## src/rtl/tri_fu_csa_accum.sv

```systemverilog
// Streaming unsigned accumulator kept in carry-save form (one 3:2 compression per beat),
// resolved by a chunked carry-propagate adder and presented under valid/ready.
module tri_fu_csa_accum #(
  parameter int unsigned WIDTH = 16,
  parameter int unsigned GUARD = 8,
  parameter int unsigned CHUNK = 8
) (
  input  logic                     clk_i,
  input  logic                     rst_i,
  input  logic                     clear_i,
  input  logic                     in_valid_i,
  output logic                     in_ready_o,
  input  logic [WIDTH-1:0]         in_data_i,
  input  logic                     in_last_i,
  output logic                     out_valid_o,
  input  logic                     out_ready_i,
  output logic [WIDTH+GUARD-1:0]   out_sum_o,
  output logic                     out_ovf_o
);

  localparam int unsigned ACC_WIDTH = WIDTH + GUARD;
  localparam int unsigned NCHUNK    = ACC_WIDTH / CHUNK;
  localparam int unsigned KW        = (NCHUNK > 1) ? $clog2(NCHUNK) : 1;

  typedef enum logic [1:0] {
    IDLE    = 2'd0,
    ACCUM   = 2'd1,
    RESOLVE = 2'd2,
    HOLD    = 2'd3
  } state_e;

  state_e                 state_q, state_d;
  logic [ACC_WIDTH-1:0]   s_q, s_d;
  logic [ACC_WIDTH-1:0]   c_q, c_d;
  logic [ACC_WIDTH-1:0]   res_q, res_d;
  logic                   ovf_q, ovf_d;
  logic [KW-1:0]          k_q, k_d;
  logic                   cin_q, cin_d;
  logic                   out_valid_q, out_valid_d;

  logic                   accept;
  logic [ACC_WIDTH-1:0]   x_ext;
  logic [ACC_WIDTH-1:0]   csa_sum;
  logic [ACC_WIDTH-1:0]   csa_maj;
  logic [CHUNK-1:0]       s_chunk;
  logic [CHUNK-1:0]       c_chunk;
  logic [CHUNK:0]         chunk_add;
  logic                   last_chunk;

  assign in_ready_o = ((state_q == IDLE) || (state_q == ACCUM)) && !clear_i;
  assign accept     = in_valid_i && in_ready_o;

  // 3:2 compression of the running pair with the incoming operand
  assign x_ext   = ACC_WIDTH'(in_data_i);
  assign csa_sum = s_q ^ c_q ^ x_ext;
  assign csa_maj = (s_q & c_q) | (s_q & x_ext) | (c_q & x_ext);

  // Select chunk k of the redundant pair for this resolve cycle
  always_comb begin
    s_chunk = '0;
    c_chunk = '0;
    for (int unsigned i = 0; i < NCHUNK; i++) begin
      if (k_q == KW'(i)) begin
        s_chunk = s_q[i*CHUNK +: CHUNK];
        c_chunk = c_q[i*CHUNK +: CHUNK];
      end
    end
  end

  assign chunk_add  = {1'b0, s_chunk} + {1'b0, c_chunk} + (CHUNK+1)'(cin_q);
  assign last_chunk = (k_q == KW'(NCHUNK - 1));

  // Next-state and datapath update
  always_comb begin
    state_d     = state_q;
    s_d         = s_q;
    c_d         = c_q;
    res_d       = res_q;
    ovf_d       = ovf_q;
    k_d         = k_q;
    cin_d       = cin_q;
    out_valid_d = out_valid_q;

    case (state_q)
      IDLE: begin
        if (accept) begin
          s_d   = x_ext;
          c_d   = '0;
          ovf_d = 1'b0;
          if (in_last_i) begin
            state_d = RESOLVE;
            k_d     = '0;
            cin_d   = 1'b0;
          end else begin
            state_d = ACCUM;
          end
        end
      end
      ACCUM: begin
        if (accept) begin
          s_d   = csa_sum;
          c_d   = csa_maj << 1;
          // carry leaving the top of the carry vector is weight 2^ACC_WIDTH
          ovf_d = ovf_q | csa_maj[ACC_WIDTH-1];
          if (in_last_i) begin
            state_d = RESOLVE;
            k_d     = '0;
            cin_d   = 1'b0;
          end
        end
      end
      RESOLVE: begin
        for (int unsigned i = 0; i < NCHUNK; i++) begin
          if (k_q == KW'(i)) begin
            res_d[i*CHUNK +: CHUNK] = chunk_add[CHUNK-1:0];
          end
        end
        cin_d = chunk_add[CHUNK];
        k_d   = k_q + KW'(1);
        if (last_chunk) begin
          ovf_d       = ovf_q | chunk_add[CHUNK];
          k_d         = '0;
          state_d     = HOLD;
          out_valid_d = 1'b1;
        end
      end
      HOLD: begin
        if (out_ready_i) begin
          state_d     = IDLE;
          out_valid_d = 1'b0;
        end
      end
      default: begin
        state_d     = IDLE;
        out_valid_d = 1'b0;
      end
    endcase

    // Flush wins over any handshake in the same cycle
    if (clear_i) begin
      state_d     = IDLE;
      s_d         = '0;
      c_d         = '0;
      res_d       = '0;
      ovf_d       = 1'b0;
      k_d         = '0;
      cin_d       = 1'b0;
      out_valid_d = 1'b0;
    end
  end

  always_ff @(posedge clk_i) begin
    if (rst_i) begin
      state_q     <= IDLE;
      s_q         <= '0;
      c_q         <= '0;
      res_q       <= '0;
      ovf_q       <= 1'b0;
      k_q         <= '0;
      cin_q       <= 1'b0;
      out_valid_q <= 1'b0;
    end else begin
      state_q     <= state_d;
      s_q         <= s_d;
      c_q         <= c_d;
      res_q       <= res_d;
      ovf_q       <= ovf_d;
      k_q         <= k_d;
      cin_q       <= cin_d;
      out_valid_q <= out_valid_d;
    end
  end

  assign out_valid_o = out_valid_q;
  assign out_sum_o   = res_q;
  assign out_ovf_o   = ovf_q;

endmodule

```

## config.mk

```make
export PLATFORM = sky130hd
export DESIGN_NAME = tri_fu_csa_accum
export DESIGN_NICKNAME = d
export VERILOG_FILES = /design/src/rtl/tri_fu_csa_accum.sv
export SDC_FILE = /design/constraint.sdc
export NUM_CORES = 1
export LEC_CHECK = 0
export CAP_MARGIN = 10
export CORE_ASPECT_RATIO = 1.2
export CORE_MARGIN = 2
export CORE_UTILIZATION = 30
export CTS_CLUSTER_SIZE = 14
export DETAILED_ROUTE_END_ITERATION = 7
export HOLD_SLACK_MARGIN = 0.1
export PLACE_DENSITY_LB_ADDON = 0.25
export SYNTH_ARGS = -nofsm -noshare
export SYNTH_HDL_FRONTEND = slang
export SYNTH_SLANG_ARGS = --single-unit
```

## constraint.sdc

```tcl
create_clock -name clk_i -period 5 [get_ports clk_i]
set_input_delay 0.5 -clock clk_i [delete_from_list [all_inputs] [get_ports clk_i]]
set_output_delay 0.5 -clock clk_i [all_outputs]
set_load 0.005 [all_outputs]
```

==> results.json, run 1 <==
{
  "outcome": "completed",
  "p_per_area_mw_per_mm2": 283,
  "slowest_delay_ns": 0.96,
  "leakage_nw": 1.74,
  "clk_latency_ns": 0.35,
  "grt.total_usage": 0.147,
  "cp-end-kind": "register",
  "hold_path_class": "reg -> reg",
  "yosys_register_bits": 78,
  "root_buffer": "clkbuf_16",
  "ys_warn_count": 0,
  "yosys.area_share.simple": 0.179,
  "cp-endpoint": "out_ovf_o",
  "nFillCells": 1431,
  "fin_cells": 743,
  "clk_pin_slew_ns": 0.07,
  "antenna_found_initial": 0,
  "die_height_um": 135,
  "grt_first_pass_wirelength_mm": 18.0,
  "layout_common_cells": "nand2_1, dfxtp_1, a21oi_1",
  "grt_max_degree": 51,
  "critical_path.reg2reg.startpoint": "k_q[0]",
  "hold_ws_ns": 0.455,
  "syn_inst": 535,
  "post_dp_cell_area_mm2": 0.00490,
  "clock_skew_ns": 0.00887,
  "fin_crit_sh": 0.690,
  "yosys.area_share.adder": 0.137,
  "vias": 3649,
  "cts_tree": "done",
  "die_w_um": 113,
  "crit_cells": 9,
  "synth_edf_count": 0,
  "cts-resized-gates": 0,
  "worstPathCellList": "nor2b_1 -> nand2_1 -> o21ai_0 -> ha_1 -> a21o_1 -> a221oi_2 -> nor2_1 -> nor4b_1 -> a2111oi_2",
  "ff2ff_path_depth": 9,
  "first_iter_violations": 231,
  "syn2layout_area_growth_pct": 21.4,
  "synth.net_count": 594,
  "ioPinCount": 49,
  "dpl.hpwl_mm": 7.81,
  "totalWireLength_mm": 10.8,
  "yosysSeqAreaShare": 0.362,
  "ys_async_sr_fraction": 0,
  "synth_top_family_by_area": "simple AND/OR/NAND/NOR gates",
  "finalInstanceArea_mm2": 0.00523,
  "num_antenna_cells": 0,
  "start_util": 0.309,
  "fin_nets": 626,
  "fin_total_pwr_w": 0.00148,
  "wl_per_cell_um": 14.5,
  "slew_viol_final": 0,
  "drive_above_1_share": 0.0664,
  "layout_commonest_cell": "nand2_1",
  "cts_hold_buf": 0,
  "grt_pass1_vias": 3570,
  "relSlewSlack": 0.237,
  "path_delay_family": "simple AND/OR/NAND/NOR gates",
  "max_freq_mhz": 290,
  "cts_buffers": 9,
  "arrival_ns": 3.66,
  "cp_data_required_time_ns": 5.21,
  "setup_viol": 0,
  "antenna_left": 0,
  "fp.dieArea_mm2": 0.0153,
  "port_buffers": 48,
  "place_congestion": 0.831,
  "crit_path_top_delay_cell": "nor2b_1",
  "core-area_mm2": 0.0139,
  "ir_worst_vdd_mv": 0.149,
  "syn_area_mm2": 0.00431,
  "timing.max_cap.violations": 0,
  "place_inst": 727,
  "synthMuxAreaShare": 0.0511,
  "dr.pass1.iters": 4,
  "rows": 47,
  "synth_compound_area_frac": 0.176,
  "synth_xor_area_frac": 0.0122,
  "reg2reg_slack_ns": 1.55,
  "startpoint": "k_q[0]",
  "critPathKind": "reg -> reg",
  "cts.sinks": 78,
  "path_buf_inv": 0,
  "period_needed_ns": 3.45,
  "synth_flop_cell": "dfxtp_1",
  "cts_buffer_depth": 2,
  "worst_pin_slew_ns": 1.14,
  "drc": 0,
  "ctsHtreeMaxLevel": 3,
  "hold_viol": 0,
  "avgSynthCellArea_um2": 8.05,
  "via_per_inst": 4.91,
  "rsz0062_at_grt": "no",
  "synth.distinct_cells": 42,
  "cp_max_fo": 20,
  "post-cts-setup-buffer-count": 0,
  "crit-reg2reg-capture": "out_ovf_o",
  "min_from": "out_sum_o[21]",
  "startpoint_type": "register",
  "overflow": 0,
  "finalSetupTns_ns": 0
}
## cells by family after synthesis
family                   after synthesis
buffers and inverters                 84
AO/OA/AOI/OAI                        127
flip-flops                            78
multiplexers                          22
XOR/XNOR                               6
AND/OR/NAND/NOR                      181
adder cells (fa/ha/maj)               37
## power by group
group / internal (W) / switching (W) / total (W)
sequential: 0.000626 / 0.00000460 / 0.000630
clock: 0.000445 / 0.000290 / 0.000735
combinational: 0.0000428 / 0.0000715 / 0.000114
total: 0.00111 / 0.000366 / 0.00148
## worst min path at each step
stage,cells past startpoint,slack (ns),to
4_1_cts,2,0.46,out_sum_o[21]
3_5_place_dp,2,0.45,out_sum_o[21]
2_1_floorplan,2,0.44,c_q[1]
6_report,2,0.46,out_sum_o[21]
5_1_grt,2,0.48,out_sum_o[19]
3_3_place_gp,2,0.45,out_sum_o[3]
## stage by stage
stage                util  setup slack, ns
floorplan               -             2.11
global placement    0.351             1.89
detailed placement  0.351             1.66
CTS                 0.375             1.59
global route        0.375             1.14
finish              0.375             1.55
## metal layers
metal	global-route usage	up-vias	routed length, µm
li1	-	1851	-
met1	0.188	1696	4830
met2	0.247	86	5260
met3	0.0313	16	432
met4	0.0474	0	240
met5	0	-	0
## tightest hold or removal path, stage by stage, from the launching register on
cell     delay (ns)
dfxtp_1        0.31
nand2_1        0.05
a21oi_1        0.05
## synth_stat cells (all sizes together) (2+ instances only)
| cell | n | area share |
|---|---|---|
| a211oi | 6 | 0.012 |
| a21o | 4 | 0.0087 |
| a21oi | 74 | 0.087 |
| and2 | 2 | 0.0035 |
| buf | 20 | 0.026 |
| clkbuf | 14 | 0.012 |
| dfxtp | 78 | 0.36 |
| fa | 17 | 0.079 |
| ha | 20 | 0.058 |
| inv | 50 | 0.044 |
| mux2i | 22 | 0.051 |
| nand2 | 103 | 0.090 |
| nand3 | 17 | 0.020 |
| nor2 | 33 | 0.030 |
| nor2b | 3 | 0.0044 |
| nor3 | 17 | 0.021 |
| o211ai | 17 | 0.030 |
| o21ai | 20 | 0.024 |
| xnor2 | 4 | 0.0081 |
| xor2 | 2 | 0.0041 |
## flip-flops by register name, summed over array words and instances (netlist names)
signal	count
cin_q	1
out_ovf_o	1
out_sum_o	24
out_valid_o	1
k_q	2
c_q	23
state_q	2
s_q	24
## layout make-up
type	count	area, µm²	area share
well taps	171	214	0.0409
multi-input cells	373	2400	0.459
inverters	50	188	0.0359
flip-flops and latches	78	1560	0.299
clock buffers	9	225	0.0431
clock inverters	7	105	0.0201
repair buffers	55	533	0.102
Power figures use the tool's default switching activity.
==> run 2: changes to the inputs <==
==> constraint.sdc (replaced) <==
create_clock -name clk_i -period 2.9 [get_ports clk_i]
set_input_delay 0.29 -clock clk_i [delete_from_list [all_inputs] [get_ports clk_i]]
set_output_delay 0.29 -clock clk_i [all_outputs]
set_load 0.005 [all_outputs]
==> run 2 against run 1 <==
Compared with the run above:
- non-clock buffer count grew 6
- first-iteration DRC count fell by 24%
- core utilization is 0.36 points higher
- sequential share of layout area decreased by 0.24 points
- setup slack worse by 1.3 ns
- cell count up 0.81%
- clock skew shrank 0.0016 ns
- clock power rose by 59%
- die area stayed put
- global-route usage is essentially flat
- critical path type unchanged
- largest power group unchanged
==> results.json, run 2 (synthesized netlist as in run 1, its figures left out) <==
{
  "ff2ff_path_depth": 10,
  "relSlewSlack": 0.590,
  "crit_cells": 10,
  "totalWireLength_mm": 10.6,
  "cts_buffers": 9,
  "fin_nets": 632,
  "place_congestion": 0.846,
  "switching_share": 0.246,
  "drc": 0,
  "critPathKind": "reg -> reg",
  "hold_viol": 0,
  "clock_skew_ns": 0.00730,
  "cts.sinks": 78,
  "period_needed_ns": 2.68,
  "switchingPower_w": 0.000605,
  "start_util": 0.309,
  "dpl.hpwl_mm": 7.68,
  "grt.total_usage": 0.147,
  "die_height_um": 135,
  "cts_buffer_depth": 2,
  "slowest_delay_ns": 0.43,
  "clk_latency_ns": 0.34,
  "max_freq_mhz": 373,
  "first_iter_violations": 175,
  "ir_worst_vdd_mv": 0.206,
  "cp_data_required_time_ns": 3.16,
  "hold_path_class": "reg -> reg",
  "finalInstanceArea_mm2": 0.00528,
  "drive_above_1_share": 0.0830,
  "num_antenna_cells": 0,
  "fin_crit_sh": 0.925,
  "fp.dieArea_mm2": 0.0153,
  "cp-endpoint": "out_sum_o[22]",
  "antenna_left": 0,
  "via_per_inst": 4.90,
  "post-cts-setup-buffer-count": 0,
  "arrival_ns": 2.95,
  "layout_commonest_cell": "nand2_1",
  "crit_path_top_delay_cell": "fa_1",
  "rows": 47,
  "finalSetupTns_ns": 0,
  "rsz0062_at_grt": "no",
  "overflow": 0,
  "ctsHtreeMaxLevel": 3,
  "die_w_um": 113,
  "ioPinCount": 49,
  "timing.max_cap.violations": 0,
  "worst_pin_slew_ns": 0.616,
  "cts_hold_buf": 0,
  "vias": 3667,
  "startpoint": "k_q[0]",
  "final_util": 0.379,
  "setup_viol": 0,
  "cts_tree": "done",
  "post_dp_cell_area_mm2": 0.00496,
  "leakage_nw": 1.77,
  "grt_max_degree": 76,
  "path_delay_family": "compound AO/OA/AOI/OAI gates",
  "port_buffers": 48,
  "cp-end-kind": "register",
  "grt_first_pass_wirelength_mm": 17.9,
  "critical_path.reg2reg.startpoint": "k_q[0]",
  "p_int_w": 0.00185,
  "path_buf_inv": 1,
  "wl_per_cell_um": 14.2,
  "hold_ws_ns": 0.453,
  "syn2layout_area_growth_pct": 22.5,
  "power_frac_seq": 0.443,
  "startpoint_type": "register",
  "layout_common_cells": "nand2_1, dfxtp_1, a21oi_1",
  "dr.pass1.iters": 4,
  "grt_pass1_vias": 3621,
  "crit-reg2reg-capture": "out_sum_o[22]",
  "worstPathCellList": "nor2b_1 -> a22o_1 -> fa_1 -> fa_2 -> a21o_1 -> a221oi_2 -> buf_4 -> xnor2_1 -> nand2_1 -> a21oi_1",
  "antenna_found_initial": 0,
  "slew_viol_final": 0,
  "root_buffer": "clkbuf_16",
  "core-area_mm2": 0.0139,
  "outcome": "completed",
  "cp_max_fo": 6,
  "reg2reg_slack_ns": 0.22,
  "clockPowerShare": 0.475,
  "comb_power_share": 0.082,
  "clk_pin_slew_ns": 0.06,
  "p_per_area_mw_per_mm2": 465
}
## run 2: cell types whose count changed in the layout (fill, tap and decap cells not counted), sizes merged
cell	before	now
buf	7	13
clkinv	1	3
inv	53	51
bufinv	2	1
clkbuf	9	10
## run 2: power groups by stage
stage | logic [W] | clock network [W] | registers (W)
after CTS | 0.000204 | 0.00119 | 0.00109
after floorplan | 0.000128 | 0 | 0.00111
after global routing | 0.000227 | 0.00124 | 0.00109
after global placement | 0.000200 | 0 | 0.00111
after detailed placement | 0.000203 | 0 | 0.00111
final | 0.000202 | 0.00117 | 0.00109
## run 2: layout make-up
type,instances,area (µm²)
multi-input cells,373,2410
flip-flops and latches,78,1560
clock inverters,6,68.8
clock buffers,10,239
fillers,1425,8660
repair buffers,61,594
well taps,171,214
inverters,50,188
## run 2: what timing repair did
item	4_1_cts	5_1_grt
gates resized for setup	0	5
setup endpoints to repair	0	5
endpoints found under the hold margin	0	0
## run 2: per-stage QoR
step                total power (W)  cells  setup WS [ns]
detailed placement          0.00131    733          0.137
global route                0.00256    749         0.0298
CTS                         0.00248    749          0.130
floorplan                   0.00124    535         0.0101
finish                      0.00246    749          0.216
global placement            0.00131    733          0.243
## run 2: worst reg2reg max path, cell delays in order, from the launching register on
cell	delay (ns)
dfxtp_2	0.34
nor2b_1	0.18
a22o_1	0.26
fa_1	0.43
fa_2	0.38
a21o_1	0.19
a221oi_2	0.27
buf_4	0.16
xnor2_1	0.16
nand2_1	0.10
a21oi_1	0.14
## run 2: layer usage
layer	vias to the layer above	track usage	share of wire	wire length [µm]
met1	1723	0.184	0.47	4960
met5	-	0	0	0
met2	77	0.246	0.47	5020
met3	20	0.0277	0.038	399
li1	1847	-	-	-
met4	0	0.0630	0.025	262
## run 2: worst min-delay path by stage
stage,from,endpoint,slack (ns),cells after the start
2_1_floorplan,c_q[1],c_q[1],0.44,2
3_3_place_gp,out_sum_o[3],out_sum_o[3],0.44,2
3_5_place_dp,out_sum_o[17],out_sum_o[17],0.45,2
4_1_cts,out_sum_o[17],out_sum_o[17],0.46,2
5_1_grt,out_sum_o[17],out_sum_o[17],0.47,2
6_report,out_sum_o[16],out_sum_o[16],0.45,2
